## config.mk

```make
export PLATFORM = sky130hd
export DESIGN_NAME = sdram_arbiter
export DESIGN_NICKNAME = d
export VERILOG_FILES = /design/src/rtl/sdram_arb_pkg.sv /design/src/rtl/sdram_arbiter.sv
export SDC_FILE = /design/constraint.sdc
export NUM_CORES = 1
export LEC_CHECK = 0
export CELL_PAD_IN_SITES_DETAIL_PLACEMENT = 2
export CELL_PAD_IN_SITES_GLOBAL_PLACEMENT = 2
export CORE_MARGIN = 3
export CORE_UTILIZATION = 23
export CTS_CLUSTER_DIAMETER = 40
export DETAILED_ROUTE_END_ITERATION = 7
export HOLD_SLACK_MARGIN = 0.03
export PLACE_DENSITY_LB_ADDON = 0.1
export SYNTH_ARGS = -nofsm -noshare
export SYNTH_HDL_FRONTEND = slang
export SYNTH_SLANG_ARGS = --single-unit
export TNS_END_PERCENT = 30
```

## constraint.sdc

```tcl
create_clock -name i_sysclk -period 2.85 [get_ports i_sysclk]
set_clock_uncertainty 0.2 [all_clocks]
set_input_delay 0.4275 -clock i_sysclk [delete_from_list [all_inputs] [get_ports i_sysclk]]
set_output_delay 0.4275 -clock i_sysclk [all_outputs]
set_load 0.1 [all_outputs]
```

## src/rtl/sdram_arb_pkg.sv

```systemverilog
// Shared types and constants for the two-port SDRAM arbiter.
// Widths track the SDRAM controller native port.
package sdram_arb_pkg;

  localparam int unsigned SDRAM_ADDR_WIDTH = 24;
  localparam int unsigned SDRAM_DATA_WIDTH = 32;
  localparam int unsigned SDRAM_BE_WIDTH   = SDRAM_DATA_WIDTH / 8;

  localparam logic PORT_CPU = 1'b0;
  localparam logic PORT_DMA = 1'b1;

  typedef enum logic [1:0] {
    StIdle,
    StIssue,
    StWaitRd
  } arb_state_e;

  typedef struct packed {
    logic                        we;
    logic [SDRAM_ADDR_WIDTH-1:0] addr;
    logic [SDRAM_DATA_WIDTH-1:0] wdata;
    logic [SDRAM_BE_WIDTH-1:0]   be;
  } mem_cmd_t;

endpackage

```

## src/rtl/sdram_arbiter.sv

```systemverilog
// Round-robin arbiter sharing the SDRAM controller port between CPU (port 0) and DMA (port 1),
// one single-beat transaction at a time, with a read-response watchdog.
module sdram_arbiter
  import sdram_arb_pkg::*;
#(
  // Widths must match the package command struct.
  parameter int unsigned ADDR_WIDTH     = SDRAM_ADDR_WIDTH,
  parameter int unsigned DATA_WIDTH     = SDRAM_DATA_WIDTH,
  parameter int unsigned TIMEOUT_CYCLES = 255
) (
  input  logic                    i_sysclk,
  input  logic                    i_rst,
  input  logic                    i_req0_valid,
  input  logic                    i_req0_we,
  input  logic [ADDR_WIDTH-1:0]   i_req0_addr,
  input  logic [DATA_WIDTH-1:0]   i_req0_wdata,
  input  logic [DATA_WIDTH/8-1:0] i_req0_be,
  output logic                    o_req0_ready,
  output logic [DATA_WIDTH-1:0]   o_req0_rdata,
  input  logic                    i_req1_valid,
  input  logic                    i_req1_we,
  input  logic [ADDR_WIDTH-1:0]   i_req1_addr,
  input  logic [DATA_WIDTH-1:0]   i_req1_wdata,
  input  logic [DATA_WIDTH/8-1:0] i_req1_be,
  output logic                    o_req1_ready,
  output logic [DATA_WIDTH-1:0]   o_req1_rdata,
  output logic                    o_mem_req,
  output logic                    o_mem_we,
  output logic [ADDR_WIDTH-1:0]   o_mem_addr,
  output logic [DATA_WIDTH-1:0]   o_mem_wdata,
  output logic [DATA_WIDTH/8-1:0] o_mem_be,
  input  logic                    i_mem_ack,
  input  logic                    i_mem_rvalid,
  input  logic [DATA_WIDTH-1:0]   i_mem_rdata,
  output logic                    o_busy,
  output logic                    o_timeout
);

  localparam int unsigned CntW = (TIMEOUT_CYCLES > 1) ? $clog2(TIMEOUT_CYCLES) : 1;
  localparam logic [CntW-1:0] CntLast = CntW'(TIMEOUT_CYCLES - 1);

  arb_state_e            state_q, state_d;
  mem_cmd_t              cmd_q, cmd_d;
  logic                  port_q, port_d;
  logic                  ptr_q, ptr_d;
  logic                  mem_req_q, mem_req_d;
  logic [1:0]            ready_q, ready_d;
  logic [DATA_WIDTH-1:0] rdata0_q, rdata0_d, rdata1_q, rdata1_d;
  logic [CntW-1:0]       cnt_q, cnt_d;
  logic                  timeout_q, timeout_d;
  logic                  busy_q, busy_d;

  logic [1:0]            elig;
  logic                  gnt;
  logic                  done;
  logic                  rd_done;
  logic [DATA_WIDTH-1:0] rd_val;

  always_comb begin
    state_d   = state_q;
    cmd_d     = cmd_q;
    port_d    = port_q;
    ptr_d     = ptr_q;
    mem_req_d = mem_req_q;
    ready_d   = 2'b00;
    rdata0_d  = rdata0_q;
    rdata1_d  = rdata1_q;
    cnt_d     = cnt_q;
    timeout_d = timeout_q;
    gnt       = 1'b0;
    done      = 1'b0;
    rd_done   = 1'b0;
    rd_val    = '1;
    // A port whose ready is pulsing is still holding its old request; skip it this cycle.
    elig      = {i_req1_valid & ~ready_q[1], i_req0_valid & ~ready_q[0]};

    unique case (state_q)
      StIdle: begin
        if (elig != 2'b00) begin
          gnt       = (elig == 2'b11) ? ptr_q : elig[1];
          port_d    = gnt;
          ptr_d     = ~gnt;
          cmd_d     = (gnt == PORT_DMA) ?
                      '{we: i_req1_we, addr: i_req1_addr, wdata: i_req1_wdata, be: i_req1_be} :
                      '{we: i_req0_we, addr: i_req0_addr, wdata: i_req0_wdata, be: i_req0_be};
          mem_req_d = 1'b1;
          state_d   = StIssue;
        end
      end
      StIssue: begin
        if (i_mem_ack) begin
          mem_req_d = 1'b0;
          if (cmd_q.we) begin
            done    = 1'b1;
            state_d = StIdle;
          end else if (i_mem_rvalid) begin
            done    = 1'b1;
            rd_done = 1'b1;
            rd_val  = i_mem_rdata;
            state_d = StIdle;
          end else begin
            cnt_d   = '0;
            state_d = StWaitRd;
          end
        end
      end
      StWaitRd: begin
        if (i_mem_rvalid) begin
          done    = 1'b1;
          rd_done = 1'b1;
          rd_val  = i_mem_rdata;
          state_d = StIdle;
        end else if (cnt_q == CntLast) begin
          done      = 1'b1;
          rd_done   = 1'b1;
          timeout_d = 1'b1;
          state_d   = StIdle;
        end else begin
          cnt_d = cnt_q + CntW'(1);
        end
      end
      default: state_d = StIdle;
    endcase

    if (done) begin
      ready_d[port_q] = 1'b1;
    end
    if (rd_done) begin
      if (port_q == PORT_DMA) rdata1_d = rd_val;
      else                    rdata0_d = rd_val;
    end
    busy_d = (state_d != StIdle);
  end

  always_ff @(posedge i_sysclk) begin
    if (i_rst) begin
      state_q   <= StIdle;
      cmd_q     <= '0;
      port_q    <= PORT_CPU;
      ptr_q     <= PORT_CPU;
      mem_req_q <= 1'b0;
      ready_q   <= 2'b00;
      rdata0_q  <= '0;
      rdata1_q  <= '0;
      cnt_q     <= '0;
      timeout_q <= 1'b0;
      busy_q    <= 1'b0;
    end else begin
      state_q   <= state_d;
      cmd_q     <= cmd_d;
      port_q    <= port_d;
      ptr_q     <= ptr_d;
      mem_req_q <= mem_req_d;
      ready_q   <= ready_d;
      rdata0_q  <= rdata0_d;
      rdata1_q  <= rdata1_d;
      cnt_q     <= cnt_d;
      timeout_q <= timeout_d;
      busy_q    <= busy_d;
    end
  end

  assign o_mem_req    = mem_req_q;
  assign o_mem_we     = cmd_q.we;
  assign o_mem_addr   = cmd_q.addr;
  assign o_mem_wdata  = cmd_q.wdata;
  assign o_mem_be     = cmd_q.be;
  assign o_req0_ready = ready_q[0];
  assign o_req1_ready = ready_q[1];
  assign o_req0_rdata = rdata0_q;
  assign o_req1_rdata = rdata1_q;
  assign o_busy       = busy_q;
  assign o_timeout    = timeout_q;

endmodule
```

==> results of run 1 <==
==> Yosys cell counts (all sizes together) (2+ instances only) <==
master | number | area share
nand2b | 4 | 0.0042
nor2 | 70 | 0.044
inv | 6 | 0.0038
buf | 12 | 0.015
o21ai | 39 | 0.033
nand4 | 2 | 0.0046
or2 | 2 | 0.0025
nor2b | 66 | 0.069
a21oi | 46 | 0.042
or3 | 5 | 0.0052
dfxtp | 142 | 0.47
clkbuf | 41 | 0.026
a31o | 2 | 0.0029
a21o | 2 | 0.0025
mux2 | 64 | 0.12
a222oi | 61 | 0.10
o31a | 2 | 0.0029
nand2 | 8 | 0.0050
ha | 6 | 0.013
nand3 | 5 | 0.0042
nor3 | 2 | 0.0017
==> critical path, cell delays in order, from the launching register on <==
cell                      delay (ps)
sky130_fd_sc_hd__dfxtp_1         340
sky130_fd_sc_hd__inv_1           100
sky130_fd_sc_hd__ha_1            350
sky130_fd_sc_hd__nand2_1         160
sky130_fd_sc_hd__o31a_1          340
sky130_fd_sc_hd__a21oi_4         170
sky130_fd_sc_hd__buf_12          240
sky130_fd_sc_hd__mux2_2          370
==> worst paths after layout <==
kind	start	endpoint	slack (ps)	cells after the start
worst min-delay path	o_timeout	o_timeout	280	2
worst min register to register	o_timeout	o_timeout	280	2
worst max register to register	state_q[1]	o_req1_rdata[29]	460	7
worst max-delay path	state_q[1]	o_req1_rdata[29]	460	7
==> layer usage <==
layer	vias to the layer above	routed length, um	GRT usage
li1	2751	-	-
met1	2949	10000	0.196
met2	220	12300	0.299
met3	20	2080	0.0633
met4	0	386	0.0448
met5	-	0	0
==> where the power goes <==
part           internal [uW]  switching (uW)  leakage, uW
combinational            566            1310      0.00242
sequential              2100            77.4      0.00116
clock                   1290             927     0.000273
==> state kept, by name, summed over array words and instances, names as in the netlist <==
signal / cells
o_timeout: 1
o_busy: 1
state_q: 2
o_mem_req: 1
o_req1_rdata: 32
o_mem_we: 1
ready_q: 2
o_mem_addr: 24
port_q: 1
cnt_q: 8
o_req0_rdata: 32
o_mem_wdata: 32
o_mem_be: 4
ptr_q: 1
==> cell type report <==
class / count / share of cell area
Inverter: 6 / 0.00238
Multi-Input combinational cell: 402 / 0.305
Sequential cell: 142 / 0.300
Clock inverter: 13 / 0.0149
Timing Repair Buffer: 299 / 0.289
Tap cell: 330 / 0.0436
Clock buffer: 18 / 0.0453
==> cells by family after synthesis <==
family	Yosys count	synth area share
muxes	64	0.120
DFF	142	0.475
buffers and inverters	59	0.0445
xor gates and xnor gates	1	0.00146
and+or+nand+nor	170	0.148
adders and majority gates	6	0.0125
AOI/OAI and AO/OA	161	0.198
==> stage by stage <==
step	utilization	area, um^2	total power, uW	hold WS, ps
after floorplan	-	5990	3470	271
after global placement	0.351	8910	4080	261
after detailed placement	0.351	8910	4110	264
after CTS	0.373	9480	6370	284
after global routing	0.373	9480	6570	344
final	0.373	9480	6270	281
==> flow_metrics.tcl, run 1 <==
set metrics [dict create \
    drt_first_iter_violations 413 \
    syn_nets 769 \
    period_share 0.839 \
    yosysWarnings 0 \
    final_cell_count_no_fill 1210 \
    grt_antenna_before_repair 0 \
    cts.reportedPaths.clkPinSlew_ps 60 \
    wirelength_mm 24.8 \
    first_pass_grt_wire_length_mm 38.1 \
    die_area_mm2 0.0280 \
    slew_headroom 0.546 \
    slew_viol_final 0 \
    worstSetupPathType "flop to flop" \
    port_buffers 289 \
    per_cell_via_count_in_the_routed_design 4.91 \
    post_synth_instance_area_mm2 0.00599 \
    fin_nets 1034 \
    critical_path_required_ps 2960 \
    ys_ff_latch 142 \
    pin_count_of_the_biggest_net_entering_global_routing 63 \
    layout-drive-gt1-share 0.270 \
    clock_latency_ps 420 \
    post_synth_num_cell_types 42 \
    grt_overflow 0 \
    peak_vdd_ir_uv 340 \
    worst_slew_pin_slew_ps 680 \
    wl_per_cell_um 20.5 \
    std_cell_rows 58 \
    syn-instance-count 603 \
    filler_cell_count 2749 \
    category_of_the_worst_setup_path_launch_point "flop" \
    initial_core_util 0.236 \
    postCtsResizedCells 0 \
    final.min_clock_period_ps 2390 \
    cts_root_buffer "sky130_fd_sc_hd__clkbuf_16" \
    drcViolationCount 0 \
    post_cts_hold_buffer_count 0 \
    dr.pass1.iters 8 \
    asyncSetResetFlopFracSynth 0 \
    place.gp.congestion 0.741 \
    rsz0062_at_grt "false" \
    top_level_ports 290 \
    fin_ws_ps 457 \
    chipHeight_um 167 \
    most-common-layout-cells "158 x sky130_fd_sc_hd__clkdlybuf4s50_1, 142 x sky130_fd_sc_hd__dfxtp_1, 133 x sky130_fd_sc_hd__buf_4, 70 x sky130_fd_sc_hd__nor2_1, 66 x sky130_fd_sc_hd__nor2b_1" \
    outcome "finished clean" \
    area_taken_by_multi_input_logic_gates_mm2 0.00289 \
    vias 5940 \
    pre_cts_ws_ps 226 \
    grt_util_all_layers 0.171 \
    cts_tree "done" \
    cts_num_sinks 142 \
    dp.final_hpwl_mm 17.3 \
    number_of_global_route_vias_before_repair 6685 \
    die_width_um 167 \
    area_growth_syn_to_layout_pct 58.3 \
    numCtsBuffers 17 \
    mostFrequentLayoutCell "sky130_fd_sc_hd__clkdlybuf4s50_1" \
    setup_viol 0 \
    post_synth.cell_area_avg_um2 9.93 \
    critical_path.endpoint_type "flop" \
    synth-seq-area-share 0.475 \
    numPlacedInstances 1179 \
    clockBufferDepth 2 \
    synth_edf_count 0 \
    max_freq_mhz 418 \
    synthFlopType "sky130_fd_sc_hd__dfxtp_1" \
    design.core.area_mm2 0.0254 \
    max-cap-violations 0 \
    htree_num_levels 4 \
    worst_ep_arrival_time_ps 2500 \
    hold_path_class "flop to flop" \
    crit_path_max_fanout 32 \
    setup_tns_ps 0 \
    finalHoldViolCount 0 \
    cellLeakagePower_uw 0.00385 \
    power_density_mw_per_mm2 661 \
    seqCellArea_mm2 0.00284 \
    postCtsSetupRepairBufs 0 \
    ant_nets 0 \
    antenna-diode-count 0 \
]
(Power assumes the default switching activity.)
==> inputs of run 2 (changes only) <==
- clock period: 2.85 -> 2.4 ns (I/O delays scaled with it)
==> run 2 against run 1 <==
Against the previous run:
- power increased by 21%
- utilization rose by 0.71 points
- global-route usage grew 0.15 points
- final area grew 1.9%
- sequential power rose by 19%
- critical endpoint is now o_req0_rdata[22]
- critical path depth stayed put
- critical path type unchanged
- hold slack got worse by 11 ps
- combinational power up 20%
==> flow_metrics.tcl, run 2 (same netlist as run 1, synthesis figures left out) <==
set metrics [dict create \
    critPathSlowestCell "sky130_fd_sc_hd__mux2_2" \
    drcViolationCount 0 \
    worstSetupPathType "flop to flop" \
    ant_nets 0 \
    numCtsBuffers 17 \
    chipHeight_um 167 \
    cts_root_buffer "sky130_fd_sc_hd__clkbuf_16" \
    vias 5939 \
    die_area_mm2 0.0280 \
    first_pass_grt_wire_length_mm 38.4 \
    std_cell_rows 58 \
    dp.final_hpwl_mm 18.0 \
    crit_path_max_fanout 20 \
    slew_viol_final 0 \
    port_buffers 289 \
    worst_slew_pin_slew_ps 408 \
    final_design_area_no_fill_mm2 0.00966 \
    cellLeakagePower_uw 0.00395 \
    grt_antenna_before_repair 2 \
    max_stage_delay_ps 360 \
    area_growth_syn_to_layout_pct 61.4 \
    period_share 0.951 \
    cts_num_sinks 142 \
    layout-drive-gt1-share 0.286 \
    hold_path_class "primary input to flop" \
    max-cap-violations 0 \
    seqCellArea_mm2 0.00284 \
    critical_path.endpoint_type "flop" \
    category_of_the_worst_setup_path_launch_point "flop" \
    finalHoldViolCount 0 \
    max_freq_mhz 438 \
    place.gp.congestion 0.750 \
    wl_per_cell_um 20.3 \
    design.core.area_mm2 0.0254 \
    grt_util_all_layers 0.172 \
    worst_ep_arrival_time_ps 2380 \
    per_cell_via_count_in_the_routed_design 4.84 \
    dr.pass1.iters 6 \
    cts.reportedPaths.clkPinSlew_ps 60 \
    postCtsResizedCells 0 \
    filler_cell_count 2775 \
    htree_num_levels 4 \
    post_cts_hold_buffer_count 0 \
    mostFrequentLayoutCell "sky130_fd_sc_hd__clkdlybuf4s50_1" \
    peak_vdd_ir_uv 323 \
    dpl_cell_area_mm2 0.00904 \
    drt_first_iter_violations 432 \
    final.min_clock_period_ps 2280 \
    number_of_global_route_vias_before_repair 6670 \
    setup_viol 0 \
    pin_count_of_the_biggest_net_entering_global_routing 64 \
    postCtsSetupRepairBufs 0 \
    clockBufferDepth 2 \
    cts_tree "done" \
    area_taken_by_multi_input_logic_gates_mm2 0.00290 \
    top_level_ports 290 \
    critical_path_required_ps 2500 \
    slew_headroom 0.728 \
    wirelength_mm 24.9 \
    outcome "finished clean" \
    initial_core_util 0.236 \
    clock_latency_ps 410 \
    cp_cell_sequence "inv_1 > ha_1 > nand4_1 > or2_4 > a21oi_4 > buf_12 > mux2_2" \
    fin_nets 1050 \
    rsz0062_at_grt "false" \
    most-common-layout-cells "158 x sky130_fd_sc_hd__clkdlybuf4s50_1, 148 x sky130_fd_sc_hd__buf_4, 142 x sky130_fd_sc_hd__dfxtp_1, 70 x sky130_fd_sc_hd__nor2_1, 66 x sky130_fd_sc_hd__nor2b_1" \
    power_density_mw_per_mm2 786 \
    post-route-util 0.380 \
    die_width_um 167 \
    grt_overflow 0 \
]
==> run 2: routing by layer <==
layer / part of all wire / GRT usage / vias up / routed length [um]
li1: - / - / 2789 / -
met1: 0.41 / 0.199 / 2918 / 10200
met2: 0.49 / 0.300 / 220 / 12300
met3: 0.085 / 0.0692 / 12 / 2120
met4: 0.010 / 0.0381 / 0 / 254
met5: 0 / 0 / - / 0
==> run 2: worst paths after layout <==
check                                        end  depth (start not counted)  startpoint  slack, ps
worst max-delay path            o_req0_rdata[22]                          7  state_q[0]        120
worst min-delay path            o_req0_rdata[23]                          3       i_rst        270
worst max register to register  o_req0_rdata[22]                          7  state_q[0]        120
worst min register to register         o_timeout                          2   o_timeout        280
==> run 2: stage by stage <==
stage,hold WS [ps],worst slack [ps],std cells,setup TNS [ps],power (uW)
floorplan,271,27.0,603,0,4120
global placement,271,41.9,1195,0,4860
CTS,264,92.1,1225,0,7710
detailed placement,275,-54.6,1195,-92.2,4900
finish,270,116,1227,0,7590
global route,283,32.2,1227,0,7930
==> run 2: cell type report <==
class	count	area share
multi-input cells	402	0.301
repair buffers	315	0.297
flip-flops and latches	142	0.294
clock buffers	18	0.0455
well taps	330	0.0427
clock inverters	12	0.0167
inverters	6	0.00233
diodes	2	0.000518
==> run 2: worst max-delay path, delay by kind of cell, from the launching register on <==
kind	cells	cell delay (ps)
AND/OR/NAND/NOR	2	500
flip-flops	1	330
multiplexers	1	360
adder cells (fa/ha/maj)	1	220
AO/OA/AOI/OAI	1	220
buffers and inverters	2	320
==> run 2: power breakdown <==
group | internal [uW] | total, uW | switching, uW | leakage, uW
Clock | 1660 | 2750 | 1090 | 0.000285
Sequential | 2500 | 2590 | 88.9 | 0.00116
Combinational | 694 | 2250 | 1560 | 0.00251
Total | 4860 | 7590 | 2740 | 0.00395
==> inputs of run 3 (changes only) <==
- CELL_PAD_IN_SITES_DETAIL_PLACEMENT: 2 -> 0
- CELL_PAD_IN_SITES_GLOBAL_PLACEMENT: 2 -> 1
- CORE_MARGIN: 3 -> 2
- CORE_UTILIZATION: 23 -> 30
==> run 3 against run 2 <==
Against the previous run:
- the flow now finishes with violations (design-rule violations)
- final area shrank 1.1%
- die area decreased by 25%
- critical path depth increased by 1
- hold slack improved by 15 ps
- maximum frequency hardly changed
- largest cell class unchanged
==> flow_metrics.tcl, run 3 (same netlist as run 1, synthesis figures left out) <==
set metrics [dict create \
    outcome "finished with violations" \
    drt_first_iter_violations 450 \
    cts_root_buffer "sky130_fd_sc_hd__clkbuf_16" \
    pin_count_of_the_biggest_net_entering_global_routing 63 \
    wl_per_cell_um 17.9 \
    vias 5882 \
    post-route-util 0.489 \
    cellLeakagePower_uw 0.00392 \
    met2RoutedLength_mm 10.2 \
    worstHoldPathCells 2 \
    hold_path_class "flop to flop" \
    worstReg2RegEnd "o_req1_rdata[3]" \
    die_area_mm2 0.0211 \
    met3WireLength_mm 1.76 \
    category_of_the_worst_setup_path_launch_point "flop" \
    rr_startpoint "state_q[0]" \
    slew_headroom 0.619 \
    dr.max_layer_used "met4" \
    critical_path.endpoint_type "flop" \
    number_of_global_route_vias_before_repair 5896 \
    port_buffers 289 \
    final.min_clock_period_ps 2280 \
    design.core.area_mm2 0.0195 \
    slew_viol_final 0 \
    timing.reg2reg.setup_slack_ps 120 \
    final_design_area_no_fill_mm2 0.00956 \
    max-cap-violations 0 \
    critical_path_required_ps 2500 \
    cts_num_sinks 142 \
    worstSetupPathType "flop to flop" \
    clock_latency_ps 410 \
    most-common-layout-cells "158 x sky130_fd_sc_hd__clkdlybuf4s50_1, 143 x sky130_fd_sc_hd__buf_4, 142 x sky130_fd_sc_hd__dfxtp_1, 70 x sky130_fd_sc_hd__nor2_1, 66 x sky130_fd_sc_hd__nor2b_1" \
    p_comb_frac 0.301 \
    m1_wire_length_mm 8.39 \
    swShare 0.359 \
    cts_tree "done" \
    numCtsBuffers 17 \
    per_cell_via_count_in_the_routed_design 5.07 \
    seqCellArea_mm2 0.00284 \
    initial_core_util 0.307 \
    power.total_uw 7370 \
    die_width_um 145 \
    crit_path_end "o_req1_rdata[3]" \
    grt_util_all_layers 0.187 \
    period_share 0.952 \
    dpl_cell_area_mm2 0.00892 \
    post_cts_hold_buffer_count 0 \
    grt_overflow 0 \
    wirelength_mm 20.7 \
    worst_slew_pin_slew_ps 571 \
    max_freq_mhz 438 \
    first_pass_grt_wire_length_mm 31.7 \
    htree_num_levels 4 \
    peak_vdd_ir_uv 446 \
    fin_nets 1048 \
    r2r_cells 8 \
    critical_path.startpoint "state_q[0]" \
    seq_power_share 0.351 \
    clock_power_share 0.348 \
    setup_tns_ps 0 \
    area_taken_by_multi_input_logic_gates_mm2 0.00289 \
    cts.reportedPaths.clkPinSlew_ps 60 \
    setup_viol 0 \
    grt_antenna_before_repair 0 \
    std_cell_rows 51 \
    failed_checks "design-rule violations" \
    top_level_ports 290 \
    area_growth_syn_to_layout_pct 59.6 \
    drcViolationCount 3 \
    clockBufferDepth 2 \
    rsz0062_at_grt "false" \
    antenna-diode-count 0 \
    filler_cell_count 1819 \
    worst_ep_arrival_time_ps 2380 \
    place.gp.congestion 0.749 \
    dp.final_hpwl_mm 14.2 \
    power_switching_uw 2650 \
    chipHeight_um 145 \
    power_density_mw_per_mm2 771 \
    ant_nets 0 \
    crit_path_max_fanout 16 \
    finalHoldViolCount 0 \
    internal_power_uw 4720 \
    mostFrequentLayoutCell "sky130_fd_sc_hd__clkdlybuf4s50_1" \
    layout-drive-gt1-share 0.283 \
    dr.pass1.iters 8 \
]
run 3: cell count changes in the layout (fill, tap and decap cells not counted), moves of 2 or more:
cell and change:
sky130_fd_sc_hd__diode_2 -2, sky130_fd_sc_hd__buf_4 -5, sky130_fd_sc_hd__clkbuf_1 +2, sky130_fd_sc_hd__clkinvlp_4 +3
run 3: routing by layer:
layer,up-vias,global-route usage
li1,2786,-
met1,2821,0.215
met2,254,0.318
met3,21,0.0764
met4,0,0.0559
met5,-,0
run 3: critical path: stages (launching register included):
cell and delay (ps):
sky130_fd_sc_hd__dfxtp_1 330, sky130_fd_sc_hd__inv_1 110, sky130_fd_sc_hd__ha_2 250, sky130_fd_sc_hd__nand4_1 170, sky130_fd_sc_hd__or2_4 310, sky130_fd_sc_hd__a21oi_4 150, sky130_fd_sc_hd__buf_12 140, sky130_fd_sc_hd__buf_12 160
sky130_fd_sc_hd__mux2_2 350
run 3: repair_timing:
item,4_1_cts,5_1_grt
buffers inserted,0,1
gates resized for setup,0,1
setup endpoints to repair,0,59
run 3: layout make-up:
| cell class | count | share of cell area |
|---|---|---|
| clock buffer | 19 | 0.0453 |
| tap | 265 | 0.0347 |
| sequential | 142 | 0.297 |
| clock inverter | 13 | 0.0148 |
| multi-input combinational | 402 | 0.303 |
| inverter | 6 | 0.00236 |
| timing repair buffer | 313 | 0.303 |
run 3: worst min-delay path by stage:
stage	from	endpoint	slack, ps
after floorplan	port_q	port_q	270
after global routing	i_rst	o_req0_rdata[23]	320
after global placement	o_timeout	o_timeout	270
after detailed placement	o_timeout	o_timeout	270
final	o_timeout	o_timeout	290
after CTS	o_timeout	o_timeout	290
run 3: per-stage QoR:
stage | std cells | setup slack [ps] | hold slack, ps
floorplan | 603 | 27.0 | 271
global placement | 1125 | 63.8 | 271
detailed placement | 1125 | 24.3 | 273
CTS | 1157 | 64.3 | 291
global route | 1160 | 5.14 | 323
finish | 1160 | 116 | 285
run 3: power groups by stage:
stage / sequential (uW) / combinational [uW] / clock [uW]
floorplan: 3570 / 551 / 0
global placement: 2630 / 2200 / 0
detailed placement: 2630 / 2220 / 0
CTS: 2590 / 2230 / 2640
global route: 2600 / 2330 / 2750
finish: 2590 / 2220 / 2570
